File: src/rtl/mem_stage_ctrl.sv
// mem_stage_ctrl: MEM-stage sequencer. It runs a held request/ready handshake
// with a variable-latency data memory and freezes the front of the pipeline
// while the access is outstanding. It also captures load data for MEM/WB,
// flags timeouts, and counts stall cycles.
module mem_stage_ctrl #(
  parameter int unsigned TIMEOUT = 255,
  parameter int unsigned CNT_W   = 16
) (
  input  logic             clk,
  input  logic             rst,
  input  logic             MemReadIn,
  input  logic             MemWriteIn,
  input  logic [31:0]      AddrIn,
  input  logic [31:0]      WriteDataIn,
  output logic             MemReq,
  output logic             MemWe,
  output logic [31:0]      MemAddr,
  output logic [31:0]      MemWdata,
  input  logic             MemReady,
  input  logic [31:0]      MemRdata,
  output logic             Stall,
  output logic             Bubble,
  output logic [31:0]      ReadDataOut,
  output logic             MemError,
  output logic [CNT_W-1:0] StallCycles
);

  typedef enum logic [1:0] {
    IDLE   = 2'd0,
    ACCESS = 2'd1,
    DONE   = 2'd2
  } stateT;

  // Last wait-counter value before the timeout fires. ACCESS lasts at most
  // TIMEOUT cycles, so together with the issue cycle Stall is high for at
  // most TIMEOUT+1 cycles.
  localparam logic [7:0] WAIT_LAST = 8'(TIMEOUT - 1);

  stateT            stateReg, stateNext;
  logic [7:0]       waitReg, waitNext;
  logic             storeReg, storeNext;
  logic [31:0]      rdataReg, rdataNext;
  logic             errReg, errNext;
  logic [CNT_W-1:0] stallCntReg;
  logic             access;

  // A simultaneous read and write is treated as a store.
  assign access = MemReadIn | MemWriteIn;

  // The address and data pass straight through. EX/MEM is frozen while the
  // request is held, so both stay stable.
  assign MemAddr     = AddrIn;
  assign MemWdata    = WriteDataIn;
  assign Bubble      = Stall;
  assign ReadDataOut = rdataReg;
  assign MemError    = errReg;
  assign StallCycles = stallCntReg;

  // Next-state and handshake outputs. MemReq, MemWe and Stall depend only on
  // the state and the EX/MEM controls, never on MemReady, so there is no
  // combinational loop through the memory.
  always_comb begin
    stateNext = stateReg;
    waitNext  = waitReg;
    storeNext = storeReg;
    rdataNext = rdataReg;
    errNext   = errReg;
    MemReq    = 1'b0;
    MemWe     = 1'b0;
    Stall     = 1'b0;
    unique case (stateReg)
      IDLE: begin
        if (access) begin
          MemReq    = 1'b1;
          MemWe     = MemWriteIn;
          Stall     = 1'b1;
          storeNext = MemWriteIn;
          if (MemReady) begin
            if (!MemWriteIn) rdataNext = MemRdata;
            stateNext = DONE;
          end else begin
            waitNext  = 8'd0;
            stateNext = ACCESS;
          end
        end
      end
      ACCESS: begin
        MemReq = 1'b1;
        MemWe  = storeReg;
        Stall  = 1'b1;
        if (MemReady) begin
          if (!storeReg) rdataNext = MemRdata;
          stateNext = DONE;
        end else if (waitReg == WAIT_LAST) begin
          // Forced completion: return zero data and flag the error.
          rdataNext = 32'd0;
          errNext   = 1'b1;
          stateNext = DONE;
        end else begin
          waitNext = waitReg + 8'd1;
        end
      end
      DONE: begin
        // EX/MEM still holds the serviced instruction, so never reissue here.
        stateNext = IDLE;
      end
      default: stateNext = IDLE;
    endcase
  end

  // State, capture and error registers.
  always_ff @(posedge clk) begin
    if (rst) begin
      stateReg <= IDLE;
      waitReg  <= 8'd0;
      storeReg <= 1'b0;
      rdataReg <= 32'd0;
      errReg   <= 1'b0;
    end else begin
      stateReg <= stateNext;
      waitReg  <= waitNext;
      storeReg <= storeNext;
      rdataReg <= rdataNext;
      errReg   <= errNext;
    end
  end

  // Saturating count of cycles spent with the pipeline frozen.
  always_ff @(posedge clk) begin
    if (rst) begin
      stallCntReg <= '0;
    end else if (Stall && !(&stallCntReg)) begin
      stallCntReg <= stallCntReg + CNT_W'(1);
    end
  end

endmodule

File: config.mk
export PLATFORM = sky130hd
export DESIGN_NAME = mem_stage_ctrl
export DESIGN_NICKNAME = d
export VERILOG_FILES = /design/src/rtl/mem_stage_ctrl.sv
export SDC_FILE = /design/constraint.sdc
export NUM_CORES = 1
export LEC_CHECK = 0
export ABC_CLOCK_PERIOD_IN_PS = 2000
export CAP_MARGIN = 20
export CORE_AREA = 4 4 82 84
export CTS_BUF_LIST = sky130_fd_sc_hd__clkbuf_8
export DETAILED_ROUTE_END_ITERATION = 8
export DIE_AREA = 0 0 86 88
export DONT_BUFFER_PORTS = 1
export PLACE_DENSITY_LB_ADDON = 0.3
export SLEW_MARGIN = 20
export SYNTH_ARGS = -nofsm -noshare
export SYNTH_HDL_FRONTEND = slang
export SYNTH_SLANG_ARGS = --single-unit
File: constraint.sdc
create_clock -name clk -period 2 [get_ports clk]
set_input_delay 0.5 -clock clk [delete_from_list [all_inputs] [get_ports clk]]
set_output_delay 0.5 -clock clk [all_outputs]
set_load 0.005 [all_outputs]
==> Yosys cells after proc, flatten, opt, wreduce, memory -nomap -nowiden <==
Index checks and enable logic that the tools add are counted.
{ "word_totals": {"register_bits": 60, "input_bits": 101, "out_inout_bits": 117, "wordCells": 51} }
{ "op_classes": {"n_addsub": 2, "eq_ne": 10, "muxes": 21, "n_bitwise": 2, "n_reduce_logical": 10} }
{ "op_table": {"columns": ["cell", "n"], "rows": [
  ["2-to-1 mux 32 bit", 6],
  ["case mux 32 bit (2 select lines)", 1],
  ["2-to-1 mux 8 bit", 4],
  ["adder 16 x 1 -> 16 bit (second input constant)", 1],
  ["case mux 8 bit (2 select lines)", 1],
  ["AND reduction 16 bit", 1],
  ["inequality test 2 bit (second input constant)", 6],
  ["adder 8 x 1 -> 8 bit (second input constant)", 1],
  ["equality test 8 bit (second input constant)", 1],
  ["2-to-1 mux 2 bit", 4],
  ["inequality test 3 bit (second input constant)", 2],
  ["AND reduction 6 bit", 1],
  ["AND reduction 5 bit", 1],
  ["case mux 1 bit (2 select lines)", 2],
  ["case mux 2 bit (2 select lines)", 1],
  ["AND reduction 2 bit", 2],
  ["AND reduction 3 bit", 1],
  ["equality test 2 x 1 -> 1 bit (second input constant)", 1],
  ["logical NOT 2 bit", 1],
  ["2-to-1 mux 1 bit", 2],
  ["nonzero test 2 bit", 1],
  ["logical AND 1 bit", 1],
  ["logical NOT 1 bit", 1],
  ["inverter 1 bit", 1],
  ["bitwise OR 1 bit", 1]
]} }

==> Longest topological paths before layout <==
{ "logic_depth": {"word_depth": 4, "mapped_depth": 9, "depth_no_buf": 7} }

==> Least setup slack after synthesis <==
No wires, ideal clock.
{ "synth_timing": {"path_type": "reg2reg", "startpoint": "reg waitReg[0]", "endpoint": "reg waitReg[7]", "setup_time_ns": 0.129, "t_arrival_ns": 1.612, "required_ns": 1.871, "slack_ns": 0.259, "path_stages_with_launch": 9, "path_buffers": 1, "synth_period_minus_slack_ns": 1.741, "path_cell_list": "dfxtp_1 -> inv_1 -> ha_1 -> and3_1 -> and3_2 -> clkbuf_1 -> nor4_1 -> xnor2_1 -> nor2_1"} }
{ "synth_via": {"elab_chain_cells": 4, "elab_cells_between_ends": 7, "cone_classes": "add/sub: 1; eq/ne: 2; mux: 3; reduce/logical: 1"} }
{ "synth_lines": {"columns": ["item", "line_no", "source"], "rows": [
  ["from (decl)", "40", "logic [7:0] waitReg, waitNext;"],
  ["from (signal assigned)", "121", "waitReg <= waitNext;"],
  ["adder 8 x 1 -> 8 bit", "100", "waitNext = waitReg + 8'd1;"],
  ["2-to-1 mux 8 bit", "94", "end else if (waitReg == WAIT_LAST) begin"],
  ["2-to-1 mux 8 bit", "91", "if (MemReady) begin"],
  ["case mux 8 bit (2 select lines)", "71", "unique case (stateReg)"]
]} }
Several ways; a longest one is shown, not always the timed one. The select of a mux whose other input is x is not followed.
A chain may end at the register's enable or synchronous reset.

==> Final worst setup path <==
{ "layout_timing": {"startpoint": "reg waitReg[1]", "endpoint": "reg rdataReg[8] (netlist: ReadDataOut[8])"} }
{ "layout_via": {"elab_chain_cells": 3} }
{ "layout_lines": {"columns": ["item", "line_no", "source"], "rows": [
  ["equality test 8 bit", "94", null],
  ["inequality test 3 bit (no line)", null, null],
  ["AND reduction 6 bit (no line)", null, null],
  ["to (signal assigned)", "123", "rdataReg <= rdataNext;"],
  ["to (decl)", "42", "logic [31:0] rdataReg, rdataNext;"]
]} }
Every way passes these cells.

==> summary.md <==
| Metric | Value |
|---|---|
| Slew HR | `between 70% and 80%` |
| RSZ-0062 raised after global routing | `false` |
| # DRC | `0` |
| Global route total overflow | `0` |
| Power density cells | `823 nW/um2` |
| Num rows | `28` |
| Placer congestion estimate | `a little under 0.8` |
| Worst Max-Slew Pin Slew | `between 0.3 and 0.4 ns` |
| Fin. Hold Viols | `0` |
| Share of cells above drive strength 1 | `a little over a tenth` |
| Async set-or-reset flop fraction in the synthesized netlist | `0%` |
| Postcts setup bufs | `0` |
| Drt pass-1 iters | `4` |
| Post-DP HPWL | `between 4 and 5 mm` |
| Beginning of the critical path | `waitReg[1]$_SDFFE_PP0P_` |
| Synth unique cells | `41` |
| Clock transition at path regs | `around 0.070 ns` |
| FMAX | `529 MHz` |
| Final Slew Violations | `0` |
| Die Footprint | `about 7600 um2` |
| Total of max-cap violations | `0` |
| Leakage | `around 1.2 nW` |
| Die width | `86 um` |
| Critical Path Sink | `ReadDataOut[8]$_SDFFE_PP0P_` |
| # IOs | `218` |
| # H-tree levels | `3` |
| DRT antenna net count | `0` |
| Synth Flop Type | `dfxtp_1` |
| Routed vias/inst | `roughly 5.5` |
| Mapped cell area | `roughly 3300 um2` |
| Antenna cell count | `0` |
| Fillers | `between 500 and 600` |
| Hold buffers post-CTS | `0` |
| Post-Syn Area per Cell | `~8.8 um2` |
| Num CTS Buffers | `9` |
| Ys Warns | `0` |
| Reg2reg setup slack | `~0.11 ns` |
| Final period util | `94.5%` |
| Max Buffers Root-to-Sink | `2` |
| RR Endpoint | `ReadDataOut[8]$_SDFFE_PP0P_` |
| Starting Density | `55.2%` |
| Final wirelength | `approximately 6.1 mm` |
| Final hold slack | `0.255 ns` |
| Final setup TNS | `0 ns` |
| Final core utilization | `between 50% and 60%` |
| Min-Delay Path Class | `in2reg` |
| Antenna violations before repair | `0` |
| Final #Nets | `a little over 400` |
| Number of synthesized flops with an enable pin | `0` |
| Final setup violation count | `0` |
| Final min period | `between 1.5 and 2 ns` |
| Worst-skew pair later-pin latency | `between 0.3 and 0.4 ns` |
| Clk_skew | `between 0.01 and 0.015 ns` |
| Worst IR Drop VDD | `between 0.0003 and 0.0004 V` |
| Critical register-to-register path startpoint | `waitReg[1]$_SDFFE_PP0P_` |
| # resized after CTS | `0` |
| CTS tree | `done` |
| Core area | `5920 um2` |
| Sequential element share of the synthesized area | `36.7%` |
| Class of the most critical setup path | `reg2reg` |
| Seq cells post-synth | `60` |
| Largest net degree at the start of global routing | `57` |
| First-pass GRT wire length | `9.69 mm` |
| Worst EP required | `roughly 2.2 ns` |
| Arrival time at the worst endpoint | `2.10 ns` |
| Number of global-route vias before repair | `between 2000 and 2500` |
| Layout area overhead | `-7.96%` |
| Sinks on the clock net | `60` |
| # port buffers | `0` |
| Reg2Reg Depth | `7` |
| Crit. End Element | `flop` |
| Status | `completed` |
| Drt wl/cell | `about 16 um` |
| Chip height | `~90 um` |
| Clock root cell | `clkbuf_8` |
| Worst Path Max Fanout | `32` |
| First DRT Iteration DRCs | `54` |
| Synthesized Nets | `476` |
| Vias | `2123` |
| Critical Path Source Type | `flop` |
| All-Layer GR Usage | `16.0%` |
| Cell count after synthesis | `372` |
layout by cell type, fill, tap and decap left out, types with 3 or more instances in the layout:
| master | Yosys | routed |
|---|---|---|
| nor2_1 | 28 | 27 |
| nand2b_1 | 33 | 33 |
| o21ai_0 | 4 | 4 |
| nor4_1 | 4 | 4 |
| mux2i_1 | 35 | 35 |
| ha_1 | 3 | 3 |
| nor3_1 | 10 | 10 |
| or3_1 | 5 | 4 |
| dfxtp_1 | 60 | 60 |
| nand4_1 | 6 | 6 |
| buf_4 | 67 | 10 |
| nand3_1 | 7 | 7 |
| and4_1 | 3 | 3 |
| xor2_1 | 5 | 5 |
| clkbuf_8 | 0 | 11 |
| nand2_1 | 41 | 41 |
| xnor2_1 | 12 | 12 |
| a211oi_1 | 3 | 3 |
| and3_1 | 3 | 3 |
| a21oi_1 | 4 | 4 |
| inv_1 | 4 | 4 |
worst min path at each step:
stage / startpoint / end / slack, ns / cells after the start
global route: rst / waitReg[1]$_SDFFE_PP0P_ / 0.23 / 1
floorplan: MemError$_SDFFE_PP0P_ / MemError$_SDFFE_PP0P_ / 0.46 / 2
CTS: rst / StallCycles[5]$_SDFFE_PP0P_ / 0.21 / 1
detailed placement: ReadDataOut[11]$_SDFFE_PP0P_ / ReadDataOut[11]$_SDFFE_PP0P_ / 0.48 / 2
global placement: ReadDataOut[11]$_SDFFE_PP0P_ / ReadDataOut[11]$_SDFFE_PP0P_ / 0.48 / 2
finish: rst / StallCycles[5]$_SDFFE_PP0P_ / 0.26 / 1
synthesized netlist by cell type, types with 2 or more instances:
cell	n	area, um2
nand2_1	41	154
buf_2	2	10.0
mux2i_1	35	350
nor4_1	4	25.0
and4_1	3	26.3
clkbuf_1	12	45.0
ha_1	3	37.5
a21oi_1	4	20.0
xor2_1	5	43.8
dfxtp_1	60	1200
or3_1	5	31.3
and3_1	3	18.8
o21ai_0	4	20.0
a211oi_1	3	22.5
xnor2_1	12	105
nor3_1	10	50.1
buf_4	67	503
buf_12	3	60.1
nand3_1	7	35.0
nand4_1	6	37.5
nor2_1	28	105
nand2b_1	33	206
inv_1	4	15.0
flip-flops by register name (all words and copies together) (netlist names):
signal	cells
ReadDataOut	32
storeReg	1
MemError	1
waitReg	8
StallCycles	16
stateReg	2
cell type report:
class / count / area, um2 / share of cell area, %
clock buffers: 11 / 151 / 5.03
clock inverters: 4 / 25.0 / 0.831
inverters: 4 / 15.0 / 0.499
multi-input cells: 223 / 1430 / 47.5
flip-flops and latches: 60 / 1200 / 39.9
well taps: 75 / 93.8 / 3.12
repair buffers: 11 / 95.1 / 3.16
stage by stage:
step                      instance area (um2)  total power [mW]  std cells  setup WS, ns
final                                    3010              2.48        388         0.109
after CTS                                3010              2.52        388         0.120
after global placement                   2830              1.54        373         0.178
after floorplan                          3270              1.63        372         0.259
after global routing                     3010              2.59        388        0.0117
after detailed placement                 2830              1.55        373         0.131
worst max-delay path: stages, from the launching register on:
cell and delay, ns:
dfxtp_1 0.40, ha_1 0.16, and3_1 0.17, and2_4 0.15, nor2b_2 0.05, or3_2 0.48, buf_12 0.20, mux2i_1 0.14
report_power, final:
part | internal (mW) | switching, mW | leakage (nW)
logic | 0.106 | 0.112 | 0.663
registers | 1.25 | 0.0471 | 0.487
clock network | 0.505 | 0.455 | 0.0872
logic make-up after synthesis:
group,count (synthesis),share of synthesized area [%]
flip-flops,60,36.7
multiplexers,35,10.7
XOR/XNOR,17,4.55
adder cells (fa/ha/maj),3,1.15
buffers and inverters,89,19.7
AO/OA/AOI/OAI,19,3.83
AND/OR/NAND/NOR,149,23.3
metal layers:
metal	track usage, %	wire [um]	vias up
met1	18.9	2610	972
met5	0	0	-
met3	7.90	687	22
met4	8.92	128	0
met2	23.7	2660	93
li1	-	-	1036
(Power assumes the default switching activity.)
